File: src/rtl/node_tx_queue_if.sv
// Bus between a node core / interposer arbiter and the node transmit queue.
// The drop strobe exists only when NODE_TX_QUEUE_TIMEOUT_EN is defined.
interface node_tx_queue_if #(
   parameter int NODE_COUNT_DIGIT    = 3,
   parameter int ACTUAL_MESSAGE_SIZE = 16,
   parameter int MSG_SIZE            = ACTUAL_MESSAGE_SIZE + 2*NODE_COUNT_DIGIT,
   parameter int DEPTH_DIGIT         = 2
) ();
   logic                           in_valid;
   logic [NODE_COUNT_DIGIT-1:0]    in_dest;
   logic [ACTUAL_MESSAGE_SIZE-1:0] in_data;
   logic                           in_ready;
   logic [NODE_COUNT_DIGIT:0]      req_out;
   logic                           grant_send;
   logic [MSG_SIZE-1:0]            msg_out;
   logic                           msg_valid;
   logic [DEPTH_DIGIT:0]           occupancy;
   logic                           err_grant;
`ifdef NODE_TX_QUEUE_TIMEOUT_EN
   logic                           drop;
`endif

   // core/arbiter side
   modport master (
      output in_valid, in_dest, in_data, grant_send,
      input  in_ready, req_out, msg_out, msg_valid, occupancy, err_grant
`ifdef NODE_TX_QUEUE_TIMEOUT_EN
      , input drop
`endif
   );

   // queue side
   modport slave (
      input  in_valid, in_dest, in_data, grant_send,
      output in_ready, req_out, msg_out, msg_valid, occupancy, err_grant
`ifdef NODE_TX_QUEUE_TIMEOUT_EN
      , output drop
`endif
   );
endinterface

File: src/rtl/node_tx_queue.sv
// Node transmit queue: circular FIFO of {dest, payload} entries feeding the
// interposer arbiter through a request/grant handshake. Messages framed as
// {src, dest, payload}.
// Optional: NODE_TX_QUEUE_TIMEOUT_EN adds a grant-wait timeout that discards
// the head entry and pulses bus.drop.
//
// state      | meaning
// -----------+----------------------------------------------------------
// ST_IDLE    | queue empty (or just drained), no request outstanding
// ST_REQUEST | requesting the arbiter for the head entry's destination
// ST_SEND    | msg_valid high, head entry popped at the end of this cycle
module node_tx_queue #(
   parameter int NODE_NUMBER         = 0,
   parameter int NODE_COUNT          = 8,
   parameter int NODE_COUNT_DIGIT    = 3,
   parameter int ACTUAL_MESSAGE_SIZE = 16,
   parameter int MSG_SIZE            = ACTUAL_MESSAGE_SIZE + 2*NODE_COUNT_DIGIT,
   parameter int DEPTH_DIGIT         = 2
) (
   input logic           clk,
   input logic           reset,
   node_tx_queue_if.slave bus
);
   localparam int DEPTH = 2**DEPTH_DIGIT;
   localparam logic [NODE_COUNT_DIGIT-1:0] SRC = NODE_COUNT_DIGIT'(NODE_NUMBER % NODE_COUNT);
   localparam logic [DEPTH_DIGIT:0] FULL = (DEPTH_DIGIT+1)'(DEPTH);

   localparam logic [1:0] ST_IDLE    = 2'd0;
   localparam logic [1:0] ST_REQUEST = 2'd1;
   localparam logic [1:0] ST_SEND    = 2'd2;

   logic [NODE_COUNT_DIGIT-1:0]    dest_mem [DEPTH];
   logic [ACTUAL_MESSAGE_SIZE-1:0] data_mem [DEPTH];
   logic [DEPTH_DIGIT-1:0]         wr_ptr;
   logic [DEPTH_DIGIT-1:0]         rd_ptr;
   logic [DEPTH_DIGIT:0]           occupancy;
   logic [DEPTH_DIGIT:0]           occ_nx;
   logic [1:0]                     state;
   logic [1:0]                     state_nx;
   logic                           msg_valid;
   logic [MSG_SIZE-1:0]            msg_out;
   logic                           err_grant;
   logic                           in_ready;
   logic                           push;
   logic                           pop;
   logic                           launch;
   logic                           timeout_fire;
   logic [NODE_COUNT_DIGIT-1:0]    head_dest;
   logic [ACTUAL_MESSAGE_SIZE-1:0] head_data;

   // Full blocks the offer even when a pop would free a slot this cycle;
   // messages addressed to ourselves complete the handshake but are not stored.
   assign in_ready  = (occupancy != FULL);
   assign push      = bus.in_valid && in_ready && (bus.in_dest != SRC);
   assign head_dest = dest_mem[rd_ptr];
   assign head_data = data_mem[rd_ptr];
   assign launch    = (state == ST_REQUEST) && bus.grant_send;
   assign pop       = (state == ST_SEND) || timeout_fire;
   assign occ_nx    = occupancy + (DEPTH_DIGIT+1)'(push) - (DEPTH_DIGIT+1)'(pop);

`ifdef NODE_TX_QUEUE_TIMEOUT_EN
   // 254 down to 0 spans 255 grantless REQUEST cycles
   localparam logic [7:0] TMO_LOAD = 8'd254;
   logic [7:0] tmo_cnt;
   logic       drop;

   assign timeout_fire = (state == ST_REQUEST) && !bus.grant_send && (tmo_cnt == 8'd0);

   // grant-wait down-counter; reloads whenever REQUEST is left or the head is discarded
   always_ff @(posedge clk or negedge reset) begin
      if (!reset) begin
         tmo_cnt <= TMO_LOAD;
         drop    <= 1'b0;
      end else begin
         drop <= timeout_fire;
         if ((state == ST_REQUEST) && !bus.grant_send && !timeout_fire)
            tmo_cnt <= tmo_cnt - 8'd1;
         else
            tmo_cnt <= TMO_LOAD;
      end
   end

   assign bus.drop = drop;
`else
   assign timeout_fire = 1'b0;
`endif

   // next-state decode; after a pop the decision uses the post-pop occupancy
   always_comb begin
      state_nx = state;
      case (state)
         ST_IDLE:    if (occupancy != '0) state_nx = ST_REQUEST;
         ST_REQUEST: begin
            if (bus.grant_send)
               state_nx = ST_SEND;
            else if (timeout_fire)
               state_nx = (occ_nx != '0) ? ST_REQUEST : ST_IDLE;
         end
         ST_SEND:    state_nx = (occ_nx != '0) ? ST_REQUEST : ST_IDLE;
         default:    state_nx = ST_IDLE;
      endcase
   end

   // control state, pointers, framed output register and sticky grant error
   always_ff @(posedge clk or negedge reset) begin
      if (!reset) begin
         state     <= ST_IDLE;
         wr_ptr    <= '0;
         rd_ptr    <= '0;
         occupancy <= '0;
         msg_valid <= 1'b0;
         msg_out   <= '0;
         err_grant <= 1'b0;
      end else begin
         state     <= state_nx;
         occupancy <= occ_nx;
         msg_valid <= launch;
         if (push) wr_ptr <= wr_ptr + DEPTH_DIGIT'(1);
         if (pop)  rd_ptr <= rd_ptr + DEPTH_DIGIT'(1);
         if (launch) msg_out <= MSG_SIZE'({SRC, head_dest, head_data});
         if (bus.grant_send && (state != ST_REQUEST)) err_grant <= 1'b1;
      end
   end

   // entry storage; contents are only read once written, so no reset needed
   always_ff @(posedge clk) begin
      if (push) begin
         dest_mem[wr_ptr] <= bus.in_dest;
         data_mem[wr_ptr] <= bus.in_data;
      end
   end

   assign bus.in_ready  = in_ready;
   assign bus.req_out   = (state == ST_REQUEST) ? {1'b1, head_dest} : '0;
   assign bus.msg_out   = msg_out;
   assign bus.msg_valid = msg_valid;
   assign bus.occupancy = occupancy;
   assign bus.err_grant = err_grant;
endmodule
File: src/flat_wrapper.sv
// flat-port wrapper written by rule: the top's interface ports become plain ports
module node_tx_queue_flat 
#(
   parameter int NODE_NUMBER         = 0,
   parameter int NODE_COUNT          = 8,
   parameter int NODE_COUNT_DIGIT    = 3,
   parameter int ACTUAL_MESSAGE_SIZE = 16,
   parameter int MSG_SIZE            = ACTUAL_MESSAGE_SIZE + 2*NODE_COUNT_DIGIT,
   parameter int DEPTH_DIGIT         = 2
)
  (clk, reset, bus_in_valid, bus_in_dest, bus_in_data, bus_grant_send, bus_in_ready, bus_req_out, bus_msg_out, bus_msg_valid, bus_occupancy, bus_err_grant);
  node_tx_queue_if #(.NODE_COUNT_DIGIT(NODE_COUNT_DIGIT), .ACTUAL_MESSAGE_SIZE(ACTUAL_MESSAGE_SIZE), .MSG_SIZE(MSG_SIZE), .DEPTH_DIGIT(DEPTH_DIGIT)) bus_i ();
  input logic clk;
  input logic reset;
  input wire logic [$bits(bus_i.in_valid)-1:0] bus_in_valid;
  input wire logic [$bits(bus_i.in_dest)-1:0] bus_in_dest;
  input wire logic [$bits(bus_i.in_data)-1:0] bus_in_data;
  input wire logic [$bits(bus_i.grant_send)-1:0] bus_grant_send;
  output wire logic [$bits(bus_i.in_ready)-1:0] bus_in_ready;
  output wire logic [$bits(bus_i.req_out)-1:0] bus_req_out;
  output wire logic [$bits(bus_i.msg_out)-1:0] bus_msg_out;
  output wire logic [$bits(bus_i.msg_valid)-1:0] bus_msg_valid;
  output wire logic [$bits(bus_i.occupancy)-1:0] bus_occupancy;
  output wire logic [$bits(bus_i.err_grant)-1:0] bus_err_grant;
  assign bus_i.in_valid = bus_in_valid;
  assign bus_i.in_dest = bus_in_dest;
  assign bus_i.in_data = bus_in_data;
  assign bus_i.grant_send = bus_grant_send;
  assign bus_in_ready = bus_i.in_ready;
  assign bus_req_out = bus_i.req_out;
  assign bus_msg_out = bus_i.msg_out;
  assign bus_msg_valid = bus_i.msg_valid;
  assign bus_occupancy = bus_i.occupancy;
  assign bus_err_grant = bus_i.err_grant;
  node_tx_queue #(.NODE_NUMBER(NODE_NUMBER), .NODE_COUNT(NODE_COUNT), .NODE_COUNT_DIGIT(NODE_COUNT_DIGIT), .ACTUAL_MESSAGE_SIZE(ACTUAL_MESSAGE_SIZE), .MSG_SIZE(MSG_SIZE), .DEPTH_DIGIT(DEPTH_DIGIT)) u_core (.clk(clk), .reset(reset), .bus(bus_i));
endmodule
File: config.mk
export PLATFORM = sky130hd
export DESIGN_NAME = node_tx_queue_flat
export DESIGN_NICKNAME = d
export VERILOG_FILES = /design/src/rtl/node_tx_queue_if.sv /design/src/rtl/node_tx_queue.sv /design/src/flat_wrapper.sv
export SDC_FILE = /design/constraint.sdc
export NUM_CORES = 1
export LEC_CHECK = 0
export ABC_AREA = 1
export ABC_CLOCK_PERIOD_IN_PS = 5500
export CAP_MARGIN = 20
export CORE_UTILIZATION = 35
export DETAILED_ROUTE_END_ITERATION = 10
export DONT_BUFFER_PORTS = 1
export HOLD_SLACK_MARGIN = 0.05
export PLACE_DENSITY = 0.53
export SKIP_LAST_GASP = 1
export SLEW_MARGIN = 15
export SYNTH_ARGS = -nofsm -noshare
export SYNTH_HDL_FRONTEND = slang
export SYNTH_SLANG_ARGS = --single-unit
File: constraint.sdc
create_clock -name clk -period 5.5 [get_ports clk]
set_clock_uncertainty 0.1 [all_clocks]
set_input_delay 0.825 -clock clk [delete_from_list [all_inputs] [get_ports clk]]
set_output_delay 0.825 -clock clk [all_outputs]
set_load 0.005 [all_outputs]
### Yosys cells after proc, flatten, opt, wreduce, memory -nomap -nowiden

Memory sizes are Yosys's and may differ from the RTL's. A register that Yosys moved wholly into a read port is not among the register bits.
Cells that the tools add are included.

* logic and storage cells: 36
* output and inout bits: 32
* bits of input ports: 23
* memory bits (writable): 76
* memories kept: 2
* flip-flop bits (word level): 30

* add/sub/neg operators: 4
* mux-type cells: 7
* reduce and logical (&&, ||, !) cells: 10
* equal/unequal tests: 6

Memories
* u_core.data_mem: words 4, bits a word 16, read ports 1, clocked after memory_dff 1, write ports 1, RTL line node_tx_queue.sv:33 `logic [ACTUAL_MESSAGE_SIZE-1:0] data_mem [DEPTH];`
* u_core.dest_mem: words 4, bits a word 3, read ports 1, clocked after memory_dff 0, write ports 1, RTL line node_tx_queue.sv:32 `logic [NODE_COUNT_DIGIT-1:0] dest_mem [DEPTH];`

Operators with widths (count)
* $reduce_bool A3 Y1: 3
* $pmux W2 S3: 1
* $add A2 B1 Y2 const B: 2
* $logic_and A1 B1 Y1: 4
* $mux W2: 2
* $mux W4: 1
* $ne A2 B1 Y1 const B: 2
* $add A3 B1 Y3: 1
* $mux W1: 3
* $ne A3 B3 Y1 const B: 1
* $sub A3 B1 Y3: 1
* $eq A2 B1 Y1 const B: 1
* $eq A2 B2 Y1 const B: 1
* $logic_not A2 Y1: 1
* $ne A2 B2 Y1 const B: 1
* $reduce_and A2 Y1: 1
* $logic_not A1 Y1: 1

### Logic depth before layout (Yosys ltp)

Gate-level depths: netlist of the first run.

* word-level depth: 8
* mapped depth: 11
* gate-level depth less buffers: 11

### Worst setup path before layout of the first run

No wires, ideal clock.

* kind: input to register
* start point: in bus_in_dest[1]
* end point: mem u_core.data_mem[0][0], enable pin
* required time: 5.005 ns
* library setup time: 0.395 ns
* stages: 4
* setup slack: 3.113 ns
* arrival: 1.892 ns
* buffers on the path: 0
* cells stage by stage: nor2_1 > nand2_1 > nand3_2 > nor2_1

* cells in the longest elaborated chain, start to end: 4

RTL lines
* start: declaration: RTL line flat_wrapper.sv:16 `input wire logic [$bits(bus_i.in_dest)-1:0] bus_in_dest;`
* $reduce_bool A3 Y1: RTL line node_tx_queue.sv:54 `assign push = bus.in_valid && in_ready && (bus.in_dest != SRC);`
* $logic_and A1 B1 Y1: RTL line node_tx_queue.sv:54
* $mux W1: RTL line node_tx_queue.sv:127 `if (push) begin`
* $mux W1 (implied by the code): RTL line node_tx_queue.sv:129 `data_mem[wr_ptr] <= bus.in_data;`
* end: declaration: RTL line node_tx_queue.sv:33

Every way passes these cells.

### Worst setup path after layout of the first run

* start point: reg u_core.rd_ptr[0]
* end point: out bus_req_out[0]

* cells in the longest elaborated chain, start to end: 2

RTL lines
* start: declaration: RTL line node_tx_queue.sv:35 `logic [DEPTH_DIGIT-1:0] rd_ptr;`
* start signal: assignment: RTL line node_tx_queue.sv:119 `if (pop) rd_ptr <= rd_ptr + DEPTH_DIGIT'(1);`
* $mem_v2 Z4 W3
* $mux W4: RTL line node_tx_queue.sv:134 `assign bus.req_out = (state == ST_REQUEST) ? {1'b1, head_dest} : '0;`
* end: declaration: RTL line flat_wrapper.sv:20 `output wire logic [$bits(bus_i.req_out)-1:0] bus_req_out;`

Every way passes these cells.

==> out/metrics.csv, run 1 <==
stage,metric,value,unit
final_layout,area_growth,10.2,%
final_layout,fill_cells,1151,
yosys,synth.distinct_cells,26,
status,status,completed,
place,port_buffers,0,
timing,rsz0062_at_grt,false,
place,post-place-ws,3.04,ns
yosys,synth-main-ff-cell,edfxtp_1,
detailed_routing,post_drt_wl_per_cell,14.8,um
place,dp.final_hpwl,5050,um
critical_path,start_kind,register,
yosys,synth.area.top_cells,"edfxtp_1 (53%), dfrtp_1 (17%), nand2_1 (9.6%)",
yosys,yosysMostFrequentCell,nand2_1,
yosys,synth_top_area_cell,edfxtp_1,
timing,worst_pin_slew,0.714,ns
yosys,async_flop_share,0.283,
place,gp_congestion,0.752,
grt,grt_pass1_wl,13000,um
cts,htree_levels,3,
critical_path,cp-end-kind,primary output,
final_layout,layout.nets,406,
critical_path,required,4.58,ns
floorplanning,die_h,113,um
hold_path,hold_path.class,in -> async,
floorplanning,start_util,0.360,
critical_path,critPathSlowestCell,inv_1,
yosys,syn_area_per_cell,11.6,um^2
cts,clk_path_buf_depth,2,
cts,clk_latency,0.34,ns
detailed_routing,drc_errors,0,
cts,cts_resized,0,
job,drv_cap,0,
yosys,ys_ff_latch,106,
final_layout,multiInputGateArea,1030,um^2
timing,slew-limit-headroom,0.524,
floorplanning,ios,55,
final_layout,antennaDiodeCount,0,
timing,setup-tns-final,0,ns
detailed_routing,viasPerCell,4.43,
cts,holdBufCountCts,0,
floorplanning,die_area,12900,um^2
detailed_routing,antenna_left,0,
timing,finalCriticalPeriod,2.63,ns
cts,cts_tree,done,
yosys,yosys-top-cells-count,"nand2_1 (111), edfxtp_1 (76), nor2_1 (43)",
yosys,ys_seq_area_frac,0.698,
grt,grtUsageTotal,0.137,
final_layout,regArea,3030,um^2
cts,cts.sinks,106,
timing,finalCritPeriodShare,0.478,
detailed_routing,via_count,2433,
cts,postCtsSetupRepairBufs,0,
grt,grt_start_max_net_pins,57,
grt,grt_pass1_vias,2365,
critical_path,rr_worst_depth,9,
critical_path,critPathMaxFanout,22,
timing,setup_viol,0,
critical_path,arrival,1.70,ns
cts,cts_buffers,9,
final_layout,drive_gt1_frac,0.0735,
timing,max_clock_freq,0.380,GHz
power,p_per_area,538,nW/um^2
critical_path,slowest_delay,0.53,ns
critical_path,path_class,reg -> out,
critical_path,crit_top_cell,nand2_1,
timing,finalHoldViolCount,0,
yosys,synth_edf_count,76,
yosys,synth_top_area_share,0.525,
power,max-vdd-ir-drop,0.000234,V
power,power_leakage,1.98,nW
yosys,mappedNetlistArea,4340,um^2
timing,layout_setup_ws,2.87,ns
yosys,yosysWarnings,0,
grt,antenna_found_initial,0,
floorplanning,core,12100,um^2
critical_path,crit_chain,"inv_1, nand2_1, nand3_1, nand2_1, nor2_1",
floorplanning,rows,40,
detailed_routing,wirelength,8130,um
yosys,syn_inst,376,
detailed_routing,drt_iter0_markers,79,
floorplanning,die_w,113,um
cts,cts.clk_slew.worst_paths,0.07,ns
cts,cts-root-buf,clkbuf_16,
grt,grt-ovfl-total,0,
critical_path,r2r_slack,3.24,ns
timing,final_max_slew_viol_count,0,
detailed_routing,firstDrtPassIters,4,
[cells by family (layout without fill, tap and decap cells)]
| family | count (synthesis) | count (layout) | share of synthesized area |
|---|---|---|---|
| flops | 106 | 106 | 0.698 |
| other cells | 1 | 3 | 0.000863 |
| fa+ha+maj | 7 | 7 | 0.0219 |
| compound gates | 37 | 37 | 0.0536 |
| simple gates | 167 | 167 | 0.154 |
| xor+xnor | 3 | 3 | 0.00605 |
| buf+inv | 55 | 58 | 0.0654 |
[state kept, by name (all words and copies together), names as in the netlist]
signal and count:
u_core.rd_ptr 2, u_core.wr_ptr 2, u_core.dest_mem 12, u_core.state 2, u_core.bus.msg_valid 1, u_core.bus.err_grant 1
u_core.bus.occupancy 3, u_core.data_mem 64, u_core.bus.msg_out 19
[worst paths after layout]
kind | start | to
setup / recovery | u_core.rd_ptr[0] | bus_req_out[0]
hold / removal | reset | u_core.bus.msg_out[17]
setup reg to reg | u_core.state[0] | u_core.state[0]
hold reg to reg | u_core.bus.err_grant | u_core.bus.err_grant
max in group asynchronous | reset | u_core.bus.msg_out[8]
min in group clk | u_core.bus.err_grant | u_core.bus.err_grant
[power by group]
part           total (mW)  leakage, nW  internal, mW  switching (mW)
clock network       0.681        0.161         0.407           0.274
logic               0.716        0.755         0.226           0.490
registers            1.18         1.06          1.07           0.108
[worst max-delay path, delay by kind of cell, from the launching register on]
| kind | cells | cell delay, ns |
|---|---|---|
| buffers and inverters | 1 | 0.53 |
| and+or+nand+nor | 4 | 0.46 |
| DFF | 1 | 0.38 |
[placed cells by master, fill, tap and decap left out, types with 2 or more instances in the layout]
| cell | n |
|---|---|
| o21ai_0 | 16 |
| o211ai_1 | 16 |
| o21ai_1 | 2 |
| edfxtp_1 | 76 |
| ha_1 | 6 |
| buf_4 | 6 |
| clkbuf_16 | 10 |
| inv_1 | 33 |
| nor2_1 | 43 |
| clkbuf_8 | 2 |
| nand2_1 | 111 |
| xor2_1 | 3 |
| dfrtp_1 | 30 |
| nand3_1 | 9 |
| inv_2 | 2 |
| conb_1 | 3 |
[metrics by stage]
| step | instances | hold slack [ns] | instance area [um^2] | power [mW] | util |
|---|---|---|---|---|---|
| global route | 549 | 0.0553 | 4790 | 2.77 | 0.397 |
| finish | 549 | 0.0743 | 4790 | 2.58 | 0.397 |
| CTS | 549 | 0.0629 | 4790 | 2.61 | 0.397 |
| detailed placement | 533 | 0.395 | 4460 | 1.93 | 0.370 |
| floorplan | 378 | 0.368 | 4350 | 1.78 | - |
| global placement | 533 | 0.398 | 4460 | 1.92 | 0.370 |
[per-layer routing]
| layer | GRT usage | vias to the layer above | routed length [um] |
|---|---|---|---|
| met5 | 0 | - | 0 |
| li1 | - | 1231 | - |
| met3 | 0.0457 | 9 | 491 |
| met1 | 0.177 | 1149 | 3700 |
| met4 | 0.0579 | 0 | 127 |
| met2 | 0.211 | 44 | 3820 |
[final cells by class]
type,instances,area share
timing repair buffer,6,0.00941
inverter,36,0.0288
clock buffer,13,0.0588
multi-input combinational,217,0.216
clock inverter,3,0.00915
tap,168,0.0439
sequential,106,0.634
Note: power is estimated with default switching activity, not from simulation.
==> inputs of run 2 (changes only) <==
--- a/config.mk
+++ b/config.mk
@@ -5,14 +5,14 @@
 export SDC_FILE = /design/constraint.sdc
 export NUM_CORES = 1
 export LEC_CHECK = 0
-export ABC_AREA = 1
-export ABC_CLOCK_PERIOD_IN_PS = 5500
+export ABC_AREA = 0
+export ABC_CLOCK_PERIOD_IN_PS = 2100
 export CAP_MARGIN = 20
 export CORE_UTILIZATION = 35
 export DETAILED_ROUTE_END_ITERATION = 10
 export DONT_BUFFER_PORTS = 1
 export HOLD_SLACK_MARGIN = 0.05
-export PLACE_DENSITY = 0.53
+export PLACE_DENSITY = 0.55
 export SKIP_LAST_GASP = 1
 export SLEW_MARGIN = 15
 export SYNTH_ARGS = -nofsm -noshare
==> constraint.sdc (replaced) <==
create_clock -name clk -period 2.1 [get_ports clk]
set_clock_uncertainty 0.1 [all_clocks]
set_input_delay 0.315 -clock clk [delete_from_list [all_inputs] [get_ports clk]]
set_output_delay 0.315 -clock clk [all_outputs]
set_load 0.005 [all_outputs]
==> out/metrics.csv, run 2 <==
stage,metric,value,unit
yosys,yosysWarnings,0,
job,drv_cap,0,
grt,grt_pass1_vias,1920,
final_layout,mostFrequentLayoutCells,"edfxtp_1 (76), dfrtp_1 (29), dlygate4sd3_1 (21)",
hold_path,min_path_cells,2,
detailed_routing,firstDrtPassIters,5,
critical_path,arrival,2.28,ns
critical_path,r2r_slack,-0.06,ns
critical_path,critPathMaxFanout,2,
yosys,synth.area.top_cells,"edfxtp_1 (56%), dfrtp_1 (18%), mux4_2 (9.9%)",
grt,grtUsageTotal,0.131,
grt,grt_start_max_net_pins,31,
yosys,synth_edf_count,76,
final_layout,drive_gt1_frac,0.349,
cts,cts_tree,done,
floorplanning,core,11400,um^2
final_layout,largest-register,u_core.data_mem,
cts,clk_path_buf_depth,2,
yosys,syn_inst,192,
power,p_clk_frac,0.246,
cts,clk_latency,0.34,ns
status,violations,setup timing,
yosys,synth.distinct_cells,29,
detailed_routing,post_drt_wl_per_cell,18.6,um
yosys,ys_ff_latch,106,
critical_path,worst_r2r_endpoint,u_core.state[0],
grt,grt_pass1_wl,11000,um
timing,finalHoldViolCount,0,
place,dp_cells,345,
final_layout,largest_reg_flops,64,
power,power_switching,1.87,mW
critical_path,path_class,reg -> reg,
critical_path,rr_worst_depth,7,
place,gp_congestion,0.633,
critical_path,reg2reg_from,u_core.bus.occupancy[0],
place,port_buffers,0,
timing,finalCriticalPeriod,2.16,ns
floorplanning,rows,39,
cts,cts.clk_slew.worst_paths,0.07,ns
power,p_comb_frac,0.292,
yosys,synth_top_area_share,0.560,
place,place_area,4410,um^2
floorplanning,die_area,12100,um^2
yosys,yosys.area_share.simple,0.0249,
power,max-vdd-ir-drop,0.000748,V
final_layout,layout_commonest_cell,edfxtp_1,
status,status,finished with violations,
detailed_routing,drt_iter0_markers,89,
timing,rsz0062_at_grt,true,
yosys,synth-main-ff-cell,edfxtp_1,
timing,finalCritPeriodShare,1.03,
detailed_routing,via_count,1850,
detailed_routing,antenna_left,0,
floorplanning,die_h,110,um
timing,layout_setup_ws,-0.0563,ns
final_layout,final_area,4930,um^2
yosys,ys_seq_area_frac,0.744,
cts,cts_buffers,9,
final_layout,area_growth,21.0,%
power,p_sw_frac,0.277,
grt,antenna_found_initial,0,
final_layout,fill_cells,998,
place,dp.final_hpwl,4560,um
final_layout,reg.largest.list,"u_core.data_mem x64, u_core.bus.msg_out x19, u_core.dest_mem x12",
power,power_frac_seq,0.462,
floorplanning,start_util,0.359,
yosys,syn_area_per_cell,21.2,um^2
yosys,async_flop_share,0.283,
timing,max_clock_freq,0.464,GHz
yosys,synthMuxAreaShare,0.163,
place,post-place-ws,-0.151,ns
cts,cts.sinks,106,
final_layout,instances_no_fill,384,
hold_path,min_from,bus_in_dest[2],
cts,cts-root-buf,clkbuf_16,
power,power_leakage,1.76,nW
power,p_per_area,1370,nW/um^2
critical_path,required,2.22,ns
critical_path,start_kind,register,
power,p_int,4.87,mW
final_layout,antennaDiodeCount,0,
timing,hold_ws,0.192,ns
detailed_routing,viasPerCell,4.82,
hold_path,hold_path.class,in -> reg,
detailed_routing,drc_errors,0,
yosys,synth_top_family_by_area,multiplexers,
critical_path,cp-end-kind,register,
yosys,yosys-top-cells-count,"edfxtp_1 (76), dfrtp_1 (30), mux2_2 (18), mux4_2 (18), and2_1 (7)",
timing,setup_viol,1,
yosys,synth_top_area_cell,edfxtp_1,
timing,final_max_slew_viol_count,0,
floorplanning,die_w,110,um
final_layout,layout.nets,266,
grt,grt-ovfl-total,0,
floorplanning,ios,55,
yosys,synth_compound_area_frac,0.00675,
hold_path,worstHoldEndpoint,u_core.bus.occupancy[0],
cts,htree_levels,3,
detailed_routing,wirelength,7140,um
yosys,yosysMostFrequentCell,edfxtp_1,
yosys,synthAdderAreaFrac,0.0233,
yosys,mappedNetlistArea,4080,um^2
yosys,synth_xor_area_frac,0.0120,
-- run 2: power groups by stage --
| stage | Sequential, mW | Clock, mW | Combinational, mW |
|---|---|---|---|
| global placement | 3.16 | 0 | 1.87 |
| floorplan | 3.08 | 0 | 1.40 |
| global route | 3.18 | 1.78 | 2.16 |
| CTS | 3.13 | 1.71 | 2.02 |
| finish | 3.11 | 1.66 | 1.97 |
| detailed placement | 3.17 | 0 | 1.91 |
-- run 2: per-layer routing --
metal | track usage | vias to the layer above | part of all wire
li1 | - | 826 | -
met1 | 0.171 | 971 | 0.44
met2 | 0.205 | 41 | 0.51
met3 | 0.0391 | 12 | 0.040
met4 | 0.0514 | 0 | 0.015
met5 | 0 | - | 0
-- run 2: per-stage QoR --
step	util	power (mW)	setup TNS, ns
2_1_floorplan	-	4.48	-0.155
3_3_place_gp	0.387	5.03	-0.0917
3_5_place_dp	0.387	5.08	-0.151
4_1_cts	0.433	6.86	-0.0682
5_1_grt	0.434	7.12	-0.147
6_report	0.434	6.74	-0.0563
-- run 2: worst max-delay path by stage --
stage | start | to | slack (ns) | cells past startpoint
3_5_place_dp | u_core.bus.occupancy[1] | u_core.state[0] | -0.15 | 7
6_report | u_core.bus.occupancy[0] | u_core.state[0] | -0.06 | 7
2_1_floorplan | u_core.bus.occupancy[1] | u_core.state[0] | -0.16 | 7
5_1_grt | u_core.bus.occupancy[0] | u_core.state[0] | -0.15 | 7
4_1_cts | u_core.bus.occupancy[0] | u_core.state[0] | -0.07 | 7
3_3_place_gp | u_core.bus.occupancy[1] | u_core.state[0] | -0.09 | 7
-- run 2: repair_timing --
| action | 4_1_cts | 5_1_grt |
|---|---|---|
| pin swaps | 4 | 0 |
| resized for setup | 1 | 1 |
| hold buffers | 21 | 1 |
| setup endpoints to repair | 2 | 2 |
| hold endpoints to repair | 109 | 4 |
| setup buffers | 1 | 0 |
-- run 2: area by class of cell --
class,instances,area (um^2),area share
clock buffers,9,225,0.0457
clock inverters,7,67.6,0.0137
inverters,7,26.3,0.00533
multi-input cells,71,978,0.198
flip-flops and latches,106,3030,0.615
well taps,143,179,0.0363
repair buffers,41,423,0.0857
-- run 2: worst max-delay path: stages (launching register included) --
cell,delay [ns]
dfrtp_1,0.38
or3b_4,0.40
o311a_4,0.14
ha_4,0.16
fa_2,0.32
xnor3_1,0.22
nor4b_2,0.21
o32ai_1,0.10
-- run 2: cell families (layout without fill, tap and decap cells) --
kind of cell / after synthesis / after routing
flip-flops: 106 / 106
multiplexers: 39 / 39
buffers and inverters: 17 / 64
AND/OR/NAND/NOR: 15 / 15
adder cells (fa/ha/maj): 7 / 7
XOR/XNOR: 4 / 4
AO/OA/AOI/OAI: 3 / 3
other: 1 / 3
